## src/rtl/phase_sequencer.sv

```systemverilog
// ============================================================================
// Module   : phase_sequencer
// Brief    : One-hot FETCH/DECODE/EXEC/WB phase sequencer with single-step
//            and prescaled run modes, retired-instruction counter and halt.
// Revision : 1.0 - initial release
// ============================================================================
`default_nettype none

module phase_sequencer #(
  parameter int RUN_DIV = 25_000_000,
  parameter int DIV_W   = 25,
  parameter int CNT_W   = 16
) (
  input  logic             clk,
  input  logic             rst,
  input  logic             step_pulse,
  input  logic             run_toggle,
  input  logic             halt,
  input  logic             skip_wb,
  output logic             phase_fetch,
  output logic             phase_decode,
  output logic             phase_exec,
  output logic             phase_wb,
  output logic             phase_start,
  output logic             running,
  output logic             halted,
  output logic [CNT_W-1:0] instr_count
);

  typedef enum logic [2:0] {
    S_IDLE   = 3'd0,
    S_FETCH  = 3'd1,
    S_DECODE = 3'd2,
    S_EXEC   = 3'd3,
    S_WB     = 3'd4,
    S_HALTED = 3'd5
  } state_t;

  localparam logic [DIV_W-1:0] c_div_max = DIV_W'(RUN_DIV - 1);

  state_t           r_state;
  state_t           w_state_next;
  logic [DIV_W-1:0] r_presc;
  logic             w_tick;
  logic             w_adv;
  logic             w_retire;

  // running is already forced low in HALTED, so the tick needs no halted term
  assign w_tick = running && (r_presc == c_div_max);

  always_comb begin
    w_adv = 1'b0;
    if (r_state != S_HALTED) begin
      w_adv = running ? w_tick : (step_pulse && !run_toggle);
    end
  end

  always_comb begin
    w_state_next = r_state;
    w_retire     = 1'b0;
    if (w_adv) begin
      case (r_state)
        S_IDLE:   w_state_next = S_FETCH;
        S_FETCH:  w_state_next = S_DECODE;
        S_DECODE: w_state_next = S_EXEC;
        S_EXEC: begin
          w_state_next = skip_wb ? S_FETCH : S_WB;
          w_retire     = skip_wb;
        end
        S_WB: begin
          w_state_next = halt ? S_HALTED : S_FETCH;
          w_retire     = 1'b1;
        end
        S_HALTED: w_state_next = S_HALTED;
        default:  w_state_next = S_IDLE;
      endcase
    end
  end

  always_ff @(posedge clk or posedge rst) begin
    if (rst) begin
      r_state <= S_IDLE;
    end else begin
      r_state <= w_state_next;
    end
  end

  // Outputs decoded from the next state so they appear with the state itself
  always_ff @(posedge clk or posedge rst) begin
    if (rst) begin
      phase_fetch  <= 1'b0;
      phase_decode <= 1'b0;
      phase_exec   <= 1'b0;
      phase_wb     <= 1'b0;
      phase_start  <= 1'b0;
      halted       <= 1'b0;
    end else begin
      phase_fetch  <= (w_state_next == S_FETCH);
      phase_decode <= (w_state_next == S_DECODE);
      phase_exec   <= (w_state_next == S_EXEC);
      phase_wb     <= (w_state_next == S_WB);
      phase_start  <= w_adv && (w_state_next != S_HALTED);
      halted       <= (w_state_next == S_HALTED);
    end
  end

  always_ff @(posedge clk or posedge rst) begin
    if (rst) begin
      running <= 1'b0;
    end else if (w_state_next == S_HALTED) begin
      running <= 1'b0;
    end else if (run_toggle) begin
      running <= !running;
    end
  end

  always_ff @(posedge clk or posedge rst) begin
    if (rst) begin
      r_presc <= '0;
    end else if (run_toggle || w_tick) begin
      r_presc <= '0;
    end else if (running) begin
      r_presc <= r_presc + DIV_W'(1);
    end
  end

  always_ff @(posedge clk or posedge rst) begin
    if (rst) begin
      instr_count <= '0;
    end else if (w_retire && (instr_count != {CNT_W{1'b1}})) begin
      instr_count <= instr_count + CNT_W'(1);
    end
  end

endmodule

`default_nettype wire

```

## config.mk

```make
export PLATFORM = sky130hd
export DESIGN_NAME = phase_sequencer
export DESIGN_NICKNAME = d
export VERILOG_FILES = /design/src/rtl/phase_sequencer.sv
export SDC_FILE = /design/constraint.sdc
export NUM_CORES = 1
export LEC_CHECK = 0
export ABC_CLOCK_PERIOD_IN_PS = 2140
export BUFFER_PORTS_ARGS = -buffer_cell sky130_fd_sc_hd__buf_2
export CAP_MARGIN = 0
export CORE_ASPECT_RATIO = 1.25
export CORE_MARGIN = 4
export CORE_UTILIZATION = 52
export CTS_CLUSTER_SIZE = 28
export DETAILED_ROUTE_END_ITERATION = 8
export PLACE_DENSITY = 0.82
export SKIP_CTS_REPAIR_TIMING = 1
export SYNTH_ARGS = -nofsm -noshare
export SYNTH_HDL_FRONTEND = slang
export SYNTH_SLANG_ARGS = --single-unit
```

## constraint.sdc

```tcl
create_clock -name clk -period 2.14 [get_ports clk]
set_input_delay 0.107 -clock clk [delete_from_list [all_inputs] [get_ports clk]]
set_output_delay 0.107 -clock clk [all_outputs]
set_load 0.01 [all_outputs]
```

==> impl_results.html <==
<table>
<tr><th>Metric</th><th>Value</th></tr>
<tr><th colspan="2">Status</th></tr>
<tr><td>Outcome</td><td>finished with violations</td></tr>
<tr><td>Violations in the final reports</td><td>hold timing</td></tr>
<tr><th colspan="2">STA</th></tr>
<tr><td>Peak clock frequency supported by timing</td><td>482 MHz</td></tr>
<tr><td>Clock tree skew after final layout</td><td>0.0158 ns</td></tr>
<tr><td>Final setup violation count</td><td>0</td></tr>
<tr><td>Min Hold Slack</td><td>-0.0337 ns</td></tr>
<tr><td>Final Critical Period</td><td>2.08 ns</td></tr>
<tr><td>Tightest Pin Transition</td><td>0.637 ns</td></tr>
<tr><td>Final period utilization</td><td>0.970</td></tr>
<tr><td>Final number of max-transition violations</td><td>0</td></tr>
<tr><td>Worst slew slack as a fraction of its limit</td><td>0.576</td></tr>
<tr><td>Final-report hold violation count</td><td>51</td></tr>
<tr><th colspan="2">Clock tree</th></tr>
<tr><td>Max H-tree Level</td><td>2</td></tr>
<tr><td>Sink Count</td><td>51</td></tr>
<tr><td>Clock latency reported for the late side of the worst-skew pair</td><td>0.31 ns</td></tr>
<tr><td>Inserted Clock Buffers</td><td>5</td></tr>
<tr><td>Register clock-pin slew on the reported worst setup and hold paths</td><td>0.10 ns</td></tr>
<tr><td>Buffer levels on the longest clock path</td><td>2</td></tr>
<tr><td>TritonCTS clock tree</td><td>yes</td></tr>
<tr><td>Clk root buf</td><td>sky130_fd_sc_hd__clkbuf_8</td></tr>
<tr><th colspan="2">Detailed routing</th></tr>
<tr><td>Routed wire length per instance</td><td>15.0 µm</td></tr>
<tr><td>Routed wire length</td><td>5.46 mm</td></tr>
<tr><td>Count of vias placed by the detailed router</td><td>2048</td></tr>
<tr><td>Length of the first detailed-routing pass in iterations</td><td>4</td></tr>
<tr><td>DRC Markers</td><td>0</td></tr>
<tr><td>Initial drt markers</td><td>90</td></tr>
<tr><td>Post-DR vias/cell</td><td>5.64</td></tr>
<tr><td>Number of routed nets with antenna violations</td><td>0</td></tr>
<tr><th colspan="2">Logic synthesis</th></tr>
<tr><td>Number of synthesized flops with an enable pin</td><td>0</td></tr>
<tr><td>Top cell type's share of synthesized area</td><td>0.489</td></tr>
<tr><td>Most frequent cell after synthesis</td><td>sky130_fd_sc_hd__dfrtp_1</td></tr>
<tr><td>Post-synthesis net count</td><td>267</td></tr>
<tr><td>Synth cell types</td><td>45</td></tr>
<tr><td>Library cell with the largest summed area after synthesis</td><td>sky130_fd_sc_hd__dfrtp_1</td></tr>
<tr><td>Dominant synthesized flop cell</td><td>sky130_fd_sc_hd__dfrtp_1</td></tr>
<tr><td>Synthesized-area fraction occupied by xor and xnor cells</td><td>0.140</td></tr>
<tr><td>Synth top area cells</td><td>sky130_fd_sc_hd__dfrtp_1, sky130_fd_sc_hd__xor2_1, sky130_fd_sc_hd__xnor2_1</td></tr>
<tr><td>Synth cell count leaders</td><td>sky130_fd_sc_hd__dfrtp_1, sky130_fd_sc_hd__nor2_1, sky130_fd_sc_hd__xor2_1, sky130_fd_sc_hd__nand2_1</td></tr>
<tr><td>Simple-gate area share of the yosys netlist</td><td>0.274</td></tr>
<tr><td>Synth Area in Adders</td><td>0.00959</td></tr>
<tr><td>YS warnings</td><td>0</td></tr>
<tr><td>Synthesized area per cell</td><td>10.1 µm²</td></tr>
<tr><td>Largest family of logic cells by synthesized area</td><td>simple AND/OR/NAND/NOR gates</td></tr>
<tr><td>Synth Area in Compound Gates</td><td>0.0537</td></tr>
<tr><td>#FFs+latches synth</td><td>51</td></tr>
<tr><td>Proportion of synthesized chip area in sequential cells</td><td>0.489</td></tr>
<tr><td>Share of synthesized area spent on multiplexers</td><td>0.00431</td></tr>
<tr><td>Synthesized instance count</td><td>259</td></tr>
<tr><td>Synthesized cell area</td><td>2610 µm²</td></tr>
<tr><td>Synth async-reset ratio</td><td>1.00</td></tr>
<tr><th colspan="2">Critical path</th></tr>
<tr><td>Worst setup slack for register-to-register paths</td><td>0.06 ns</td></tr>
<tr><td>Data required time at the worst endpoint</td><td>2.34 ns</td></tr>
<tr><td>Origin of the critical flop-to-flop path</td><td>instr_count[0]</td></tr>
<tr><td>Number of cells on the worst reg-to-reg path</td><td>6</td></tr>
<tr><td>Endpoint class of the critical path</td><td>flop</td></tr>
<tr><td>Worst setup SP type</td><td>flop</td></tr>
<tr><td>Classification of the worst setup path</td><td>reg -&gt; reg</td></tr>
<tr><td>CP arrival</td><td>2.28 ns</td></tr>
<tr><td>Highest net fanout along the worst path</td><td>7</td></tr>
<tr><td>Worst flop-to-flop path endpoint</td><td>instr_count[15]</td></tr>
<tr><th colspan="2">Global routing</th></tr>
<tr><td>Overall routing resource usage</td><td>0.186</td></tr>
<tr><td>Pin count of the biggest net entering global routing</td><td>52</td></tr>
<tr><td>Antenna violations before repair</td><td>0</td></tr>
<tr><td>Global-route wire length before repair</td><td>9.44 mm</td></tr>
<tr><td>Aggregate global routing overflow</td><td>0</td></tr>
<tr><td>Via count of the first global-routing pass</td><td>2128</td></tr>
<tr><th colspan="2">Placement</th></tr>
<tr><td>Port-buffer cells</td><td>28</td></tr>
<tr><td>Cell area after placement</td><td>2920 µm²</td></tr>
<tr><td>Half-perimeter wire length after placement</td><td>3.80 mm</td></tr>
<tr><td>Final weighted congestion in routability-driven placement</td><td>0.774</td></tr>
<tr><th colspan="2">Layout</th></tr>
<tr><td>Synthesis-to-finish area growth</td><td>17.2%</td></tr>
<tr><td>Number of nets in the finished design</td><td>311</td></tr>
<tr><td>Fraction of final layout cells with drive strength greater than 1</td><td>0.248</td></tr>
<tr><td>Count of filler cells inserted in the layout</td><td>387</td></tr>
<tr><td>Combined area of the multi-input logic cells</td><td>1270 µm²</td></tr>
<tr><td>Sequential cell area</td><td>1280 µm²</td></tr>
<tr><td>Core occupancy in the finished layout</td><td>0.637</td></tr>
<tr><td>Post-Layout Inst Area</td><td>3060 µm²</td></tr>
<tr><td>Antenna Diode Count</td><td>0</td></tr>
<tr><th colspan="2">Flow run</th></tr>
<tr><td>Count of maximum capacitance violations</td><td>0</td></tr>
<tr><th colspan="2">Floorplanning</th></tr>
<tr><td>Count of boundary I/O pins</td><td>29</td></tr>
<tr><td>Die Outline Area</td><td>6220 µm²</td></tr>
<tr><td>Starting Density</td><td>0.544</td></tr>
<tr><td>Std-Cell Rows</td><td>28</td></tr>
<tr><td>Core box area</td><td>4800 µm²</td></tr>
<tr><td>Horizontal extent of the die</td><td>71.4 µm</td></tr>
<tr><td>Die height</td><td>87.2 µm</td></tr>
<tr><th colspan="2">Power</th></tr>
<tr><td>Leakage Power</td><td>0.00142 µW</td></tr>
<tr><td>Maximum vdd drop</td><td>365 µV</td></tr>
<tr><td>Power density cells</td><td>837 nW/µm²</td></tr>
<tr><th colspan="2">Hold path</th></tr>
<tr><td>Hold crit path type</td><td>in -&gt; async</td></tr>
</table>
## flip-flops by register name, summed over array words and instances (netlist names)
name / count
r_presc: 25
running: 1
r_state: 3
phase_start: 1
phase_fetch: 1
phase_exec: 1
instr_count: 16
phase_decode: 1
halted: 1
phase_wb: 1
## how the worst max path moves through the flow
stage                    from              end  slack [ns]  cells after the start
5_1_grt        instr_count[1]  instr_count[15]       -0.01                      6
2_1_floorplan  instr_count[0]   instr_count[1]        0.02                      7
6_report       instr_count[0]  instr_count[15]        0.06                      6
3_3_place_gp   instr_count[1]  instr_count[15]        0.14                      6
3_5_place_dp   instr_count[1]  instr_count[15]        0.08                      6
4_1_cts        instr_count[1]  instr_count[15]        0.08                      6
## cells in the final DEF, fill, tap and decap left out, drive strengths merged, types with 6 or more instances in the layout
cell type	instances
dfrtp	51
buf	49
nor2	39
xor2	21
nand2	20
xnor2	19
nand3	18
nand4	11
and3	8
a21oi	6
## cells by family (layout without fill, tap and decap cells)
family,Yosys count,in the layout
AOI/OAI and AO/OA,21,21
xor gates and xnor gates,40,40
adders and majority gates,2,2
buffers and inverters,17,61
DFF,51,51
muxes,1,1
and+or+nand+nor,127,127
## report_power, final
| group | total [µW] | switching (µW) | internal, µW |
|---|---|---|---|
| sequential | 1150 | 73.8 | 1080 |
| clock | 658 | 316 | 342 |
| combinational | 750 | 432 | 317 |
## routing by layer
layer / global-route usage / vias up / routed length, µm / part of all wire
li1: - / 985 / - / -
met1: 0.222 / 1016 / 2320 / 0.42
met2: 0.332 / 36 / 2890 / 0.53
met3: 0.0323 / 11 / 170 / 0.031
met4: 0.0735 / 0 / 84 / 0.015
met5: 0 / - / 0 / 0
## worst max-delay path, stage by stage (launching register included)
cell	delay, ns
sky130_fd_sc_hd__dfrtp_1	0.40
sky130_fd_sc_hd__ha_1	0.22
sky130_fd_sc_hd__and3_2	0.27
sky130_fd_sc_hd__and3_4	0.21
sky130_fd_sc_hd__nand2b_1	0.20
sky130_fd_sc_hd__or4b_4	0.55
sky130_fd_sc_hd__xnor2_2	0.14
## area by class of cell
type,count,share of cell area
Clock inverter,2,0.0123
Sequential cell,51,0.417
Clock buffer,5,0.0225
Tap cell,60,0.0245
Timing Repair Buffer,49,0.103
Multi-Input combinational cell,191,0.414
Inverter,5,0.00614
## stage by stage
step | worst slack (ns) | hold WS [ns] | std cells | setup TNS, ns | power [µW]
floorplan | 0.0186 | 0.170 | 259 | 0 | 1630
global placement | 0.144 | 0.305 | 353 | 0 | 1860
detailed placement | 0.0778 | 0.316 | 353 | 0 | 1890
CTS | 0.0759 | -0.0174 | 360 | 0 | 2550
global route | -0.0129 | 0.0363 | 363 | -0.0129 | 2690
finish | 0.0641 | -0.0337 | 363 | 0 | 2560
Note: power is estimated with default switching activity, not from simulation.
